[config.mk]
export PLATFORM = sky130hd
export DESIGN_NAME = pipe_monitor_dump
export DESIGN_NICKNAME = d
export VERILOG_FILES = /design/src/rtl/pipe_monitor_dump.sv
export SDC_FILE = /design/constraint.sdc
export NUM_CORES = 1
export LEC_CHECK = 0
export BUFFER_PORTS_ARGS = -buffer_cell sky130_fd_sc_hd__buf_4
export CAP_MARGIN = 10
export CORE_MARGIN = 2
export CORE_UTILIZATION = 25
export CTS_BUF_LIST = sky130_fd_sc_hd__clkbuf_8 sky130_fd_sc_hd__clkbuf_16
export CTS_CLUSTER_SIZE = 10
export DETAILED_ROUTE_END_ITERATION = 7
export PLACE_DENSITY = 0.56
export SLEW_MARGIN = 10
export SYNTH_ARGS = -nofsm -noshare
export SYNTH_HDL_FRONTEND = slang
export SYNTH_SLANG_ARGS = --single-unit
export TNS_END_PERCENT = 1
[constraint.sdc]
create_clock -name clk -period 3.7 [get_ports clk]
set_input_delay 0.74 -clock clk [delete_from_list [all_inputs] [get_ports clk]]
set_output_delay 0.74 -clock clk [all_outputs]
set_load 0.1 [all_outputs]
[src/rtl/pipe_monitor_dump.sv]
// ---------------------------------------------------------------------------
// pipe_monitor_dump
//   End-of-program monitor for the pipelined MIPS core. While the program
//   runs it counts cycles and hazard events. Once the fetch PC reaches END_PC
//   it requests a core halt, then streams a window of data memory out over a
//   valid/ready interface so a bench or UART can read results directly.
//
//   Optional feature macro: PIPE_MON_PERF_EN
//     defined   -> the four saturating performance counters are built
//     undefined -> counter outputs are tied to zero and no counter flops exist
//
// Ports:
//   clk          core clock, rising edge
//   reset        asynchronous active-low reset
//   pc           fetch-stage byte PC
//   stallf       fetch stall from hazard unit
//   flushe       execute flush from hazard unit
//   branchstall  branch-compare stall from hazard unit
//   halt_req     core freeze request, sticky until reset
//   mem_rd_en    data-memory read strobe, one-cycle pulse per word
//   mem_rd_addr  data-memory word address (DUMP_BASE + index)
//   mem_rd_data  read data, valid one cycle after mem_rd_en
//   dump_valid   dump word available
//   dump_ready   consumer accepts the word
//   dump_index   offset of the current word
//   dump_data    current word
//   done         dump complete, sticky until reset
//   cyc_cnt      cycles spent running
//   stall_cnt    running cycles with stallf high
//   flush_cnt    running cycles with flushe high
//   bstall_cnt   running cycles with branchstall high
// ---------------------------------------------------------------------------
module pipe_monitor_dump #(
  parameter logic [31:0] END_PC     = 32'd52,
  parameter int unsigned DUMP_BASE  = 16,
  parameter int unsigned DUMP_COUNT = 15,
  parameter int unsigned DATA_W     = 32,
  parameter int unsigned ADDR_W     = 8,
  parameter int unsigned CNT_W      = 32
) (
  input  logic              clk,
  input  logic              reset,
  input  logic [31:0]       pc,
  input  logic              stallf,
  input  logic              flushe,
  input  logic              branchstall,
  output logic              halt_req,
  output logic              mem_rd_en,
  output logic [ADDR_W-1:0] mem_rd_addr,
  input  logic [DATA_W-1:0] mem_rd_data,
  output logic              dump_valid,
  input  logic              dump_ready,
  output logic [7:0]        dump_index,
  output logic [DATA_W-1:0] dump_data,
  output logic              done,
  output logic [CNT_W-1:0]  cyc_cnt,
  output logic [CNT_W-1:0]  stall_cnt,
  output logic [CNT_W-1:0]  flush_cnt,
  output logic [CNT_W-1:0]  bstall_cnt
);

  typedef enum logic [2:0] {
    S_RUN,
    S_REQ,
    S_WAIT,
    S_SEND,
    S_DONE
  } state_t;

  // Index of the final word; only meaningful when DUMP_COUNT > 0.
  localparam int unsigned LAST_IDX = (DUMP_COUNT == 0) ? 0 : DUMP_COUNT - 1;

  state_t              r_state;
  logic [7:0]          r_idx;
  logic                r_halt_req;
  logic                r_mem_rd_en;
  logic [ADDR_W-1:0]   r_mem_rd_addr;
  logic                r_dump_valid;
  logic [DATA_W-1:0]   r_dump_data;
  logic                r_done;
  logic                w_end_hit;
  logic                w_last_word;

  assign w_end_hit   = (pc >= END_PC);
  assign w_last_word = (r_idx == 8'(LAST_IDX));

  // Outputs are registered: mem_rd_en is high exactly while in REQ and
  // dump_valid exactly while in SEND, so they are set on the transition in.
  always_ff @(posedge clk or negedge reset) begin
    if (!reset) begin
      r_state       <= S_RUN;
      r_idx         <= '0;
      r_halt_req    <= 1'b0;
      r_mem_rd_en   <= 1'b0;
      r_mem_rd_addr <= '0;
      r_dump_valid  <= 1'b0;
      r_dump_data   <= '0;
      r_done        <= 1'b0;
    end else begin
      r_mem_rd_en <= 1'b0;
      case (r_state)
        S_RUN: begin
          if (w_end_hit) begin
            r_halt_req <= 1'b1;
            if (DUMP_COUNT > 0) begin
              r_state       <= S_REQ;
              r_mem_rd_en   <= 1'b1;
              r_mem_rd_addr <= ADDR_W'(DUMP_BASE);
            end else begin
              r_state <= S_DONE;
              r_done  <= 1'b1;
            end
          end
        end
        S_REQ: begin
          r_state <= S_WAIT;
        end
        S_WAIT: begin
          r_dump_data  <= mem_rd_data;
          r_dump_valid <= 1'b1;
          r_state      <= S_SEND;
        end
        S_SEND: begin
          if (dump_ready) begin
            r_dump_valid <= 1'b0;
            if (w_last_word) begin
              r_state <= S_DONE;
              r_done  <= 1'b1;
            end else begin
              r_idx         <= r_idx + 8'd1;
              // Address wraps modulo 2^ADDR_W by truncation.
              r_mem_rd_addr <= ADDR_W'(DUMP_BASE + 32'(r_idx) + 32'd1);
              r_mem_rd_en   <= 1'b1;
              r_state       <= S_REQ;
            end
          end
        end
        S_DONE: begin
          r_done     <= 1'b1;
          r_halt_req <= 1'b1;
        end
        default: r_state <= S_RUN;
      endcase
    end
  end

  assign halt_req    = r_halt_req;
  assign mem_rd_en   = r_mem_rd_en;
  assign mem_rd_addr = r_mem_rd_addr;
  assign dump_valid  = r_dump_valid;
  assign dump_index  = r_idx;
  assign dump_data   = r_dump_data;
  assign done        = r_done;

`ifdef PIPE_MON_PERF_EN
  logic [CNT_W-1:0] r_cyc_cnt;
  logic [CNT_W-1:0] r_stall_cnt;
  logic [CNT_W-1:0] r_flush_cnt;
  logic [CNT_W-1:0] r_bstall_cnt;

  function automatic logic [CNT_W-1:0] f_sat_inc(input logic [CNT_W-1:0] v,
                                                 input logic en);
    return (en && (v != '1)) ? v + CNT_W'(1) : v;
  endfunction

  // Counting stops as soon as the FSM leaves RUN, which leaves the
  // detect cycle itself included.
  always_ff @(posedge clk or negedge reset) begin
    if (!reset) begin
      r_cyc_cnt    <= '0;
      r_stall_cnt  <= '0;
      r_flush_cnt  <= '0;
      r_bstall_cnt <= '0;
    end else if (r_state == S_RUN) begin
      r_cyc_cnt    <= f_sat_inc(r_cyc_cnt, 1'b1);
      r_stall_cnt  <= f_sat_inc(r_stall_cnt, stallf);
      r_flush_cnt  <= f_sat_inc(r_flush_cnt, flushe);
      r_bstall_cnt <= f_sat_inc(r_bstall_cnt, branchstall);
    end
  end

  assign cyc_cnt    = r_cyc_cnt;
  assign stall_cnt  = r_stall_cnt;
  assign flush_cnt  = r_flush_cnt;
  assign bstall_cnt = r_bstall_cnt;
`else
  logic w_unused_hazard;
  assign w_unused_hazard = ^{stallf, flushe, branchstall};

  assign cyc_cnt    = '0;
  assign stall_cnt  = '0;
  assign flush_cnt  = '0;
  assign bstall_cnt = '0;
`endif

endmodule

==> results.toml <==
[detailed_routing]
drtIter0Drc = 53
route.detailed.drc = 0
wl_per_cell_um = 10.78
vias_per_cell = 3.688
first_pass_iters = 4
drt-total-wl_mm = 6.502
ant_nets = 0
vias = 2224

[final_layout]
fin_cells = 603
layout.nets = 498
area_growth_pct = 22.69
insertedDiodeCount = 0
fillCellCount = 1361
fin_area_um2 = 4059
drive_gt1_share_pct = 37.70

[placed_design]
dp_hpwl_mm = 5.046
placed_cell_area_um2 = 3885
gp_congestion = 0.7079
port_buffers = 116
dp_cells = 595

[sta]
finalCriticalPeriod_ps = 2318
finalSetupViolCount = 0
rsz0062_at_grt = "false"
finalHoldWorstSlack_ps = 484.7
hold_viol = 0
setup_tns_ps = 0
period_share_pct = 62.66
relSlewSlack_pct = 47.25
tightest_slew_ps = 791.2
finClkSkew_ps = 6.477
clock.fmax_mhz = 431.3
finalMaxSlewViolations = 0

[yosys]
synthFlopType = "dfrtp_1"
ys_ff_latch = 55
netlist_area_um2 = 3308
synthCells = 311
synthTopCellsByArea = "dfrtp_1 42%, buf_4 29%, mux2_2 11%"
synthMostInstantiatedCell = "buf_4"
synth_top_area_cell = "dfrtp_1"
yosysUniqueCellTypes = 39
ys_async_sr_fraction_pct = 100.0
avgSynthCellArea_um2 = 10.64
ys_seq_area_share_pct = 41.60
synth_top_area_share_pct = 41.60
synth_commonest_cells = "128 x buf_4, 55 x dfrtp_1, 32 x mux2_2"
yosysWarnings = 0
synth_edf_count = 0

[clocking]
insertion_delay_ps = 290
cts_tree = "yes"
path_clk_slew_ps = 70
cts_buffers = 5
tritoncts_num_sinks = 55
ctsHoldBuffers = 0
cts_resized = 0
htree_num_levels = 2
post_cts_buffers = 0
cts_root_buffer = "clkbuf_16"
clockBufferDepth = 2

[global_routing]
antenna_found_initial = 0
grt_max_degree = 56
grt_pass1_wl_mm = 9.894
grtUsageTotal_pct = 8.893
first_global_vias = 1920
gr-total-overflow = 0

[worst_setup_path]
path_cells = "inv_1 > ha_1 > or4b_4 > o31ai_4 > nor2_1 > xor2_1"
path_max_fanout = 21
critPathSlowestCell = "o31ai_4"
path_buf_inv = 1
cp.arrival_ps = 2490
end_kind = "flop"
cp-start-kind = "flop"
crit_required_ps = 3870
crit_type = "reg -> reg"
path_delay_family = "compound AO/OA/AOI/OAI gates"
slowest_delay_ps = 660

[floorplanning]
initial_core_util_pct = 25.28
die_y_um = 119.0
chipWidth_um = 119.0
rows = 42
io_pins = 250
die_area_um2 = 14170
coreArea_um2 = 13090

[run_status]
outcome = "completed"

[worst_hold_path]
hp-class = "reg -> reg"

[job]
cap_violations = 0
==> metrics by stage <==
step | utilization, % | setup slack (ps)
detailed placement | 29.69 | 1396
global route | 31.02 | 1185
global placement | 29.69 | 1427
finish | 31.02 | 1382
floorplan | - | 1235
CTS | 31.02 | 1377
==> registers in the layout (all words and copies together) (netlist names) <==
signal / cells
done: 1
halt_req: 1
dump_valid: 1
r_state: 3
mem_rd_addr: 8
mem_rd_en: 1
dump_data: 32
dump_index: 8
==> final cells by class <==
class / count / area, um2 / share of cell area, %
Clock inverter: 2 / 35.03 / 0.8631
Tap cell: 176 / 220.2 / 5.425
Timing Repair Buffer: 117 / 878.3 / 21.64
Inverter: 3 / 11.26 / 0.2774
Sequential cell: 55 / 1376 / 33.91
Multi-Input combinational cell: 244 / 1399 / 34.46
Clock buffer: 6 / 138.9 / 3.422
==> cell families after synthesis <==
group                      share of synthesized area, %
buffers and inverters                             30.71
DFF                                               41.60
and+or+nand+nor                                   8.321
muxes                                             10.89
AOI/OAI and AO/OA                                 4.425
xor gates and xnor gates                          3.177
adders and majority gates                        0.7563
other                                            0.1134
==> layout by cell type, fill, tap and decap left out, types with 2 or more instances in the layout <==
| master | n |
|---|---|
| and3_1 | 3 |
| buf_4 | 117 |
| clkbuf_16 | 5 |
| conb_1 | 128 |
| dfrtp_1 | 55 |
| ha_1 | 2 |
| inv_1 | 3 |
| mux2_2 | 32 |
| nand2_1 | 16 |
| nand3_1 | 3 |
| nand4_1 | 3 |
| nor2_1 | 5 |
| nor3_1 | 3 |
| nor4_1 | 7 |
| o21ai_0 | 5 |
| o22ai_1 | 6 |
| xnor2_1 | 6 |
| xor2_1 | 6 |
==> layer usage <==
metal / GRT usage, % / share of wire (%) / vias to the layer above
li1: - / - / 1012
met1: 10.03 / 37 / 1060
met2: 15.63 / 52 / 146
met3: 2.538 / 9.4 / 6
met4: 3.795 / 1.7 / 0
met5: 0 / 0 / -
==> final timing paths <==
check / slack, ps / cells past startpoint / start / end
min in group asynchronous: 490 / 1 / reset / mem_rd_addr[7]
hold / removal: 480 / 1 / halt_req / halt_req
max in group asynchronous: 2740 / 1 / reset / dump_data[11]
setup reg to reg: 1380 / 6 / dump_index[0] / dump_index[3]
setup / recovery: 1380 / 6 / dump_index[0] / dump_index[3]
hold reg to reg: 480 / 1 / halt_req / halt_req
Power is not shown: default switching activity piles up to over one toggle a cycle in this logic, so the estimate is an artifact.
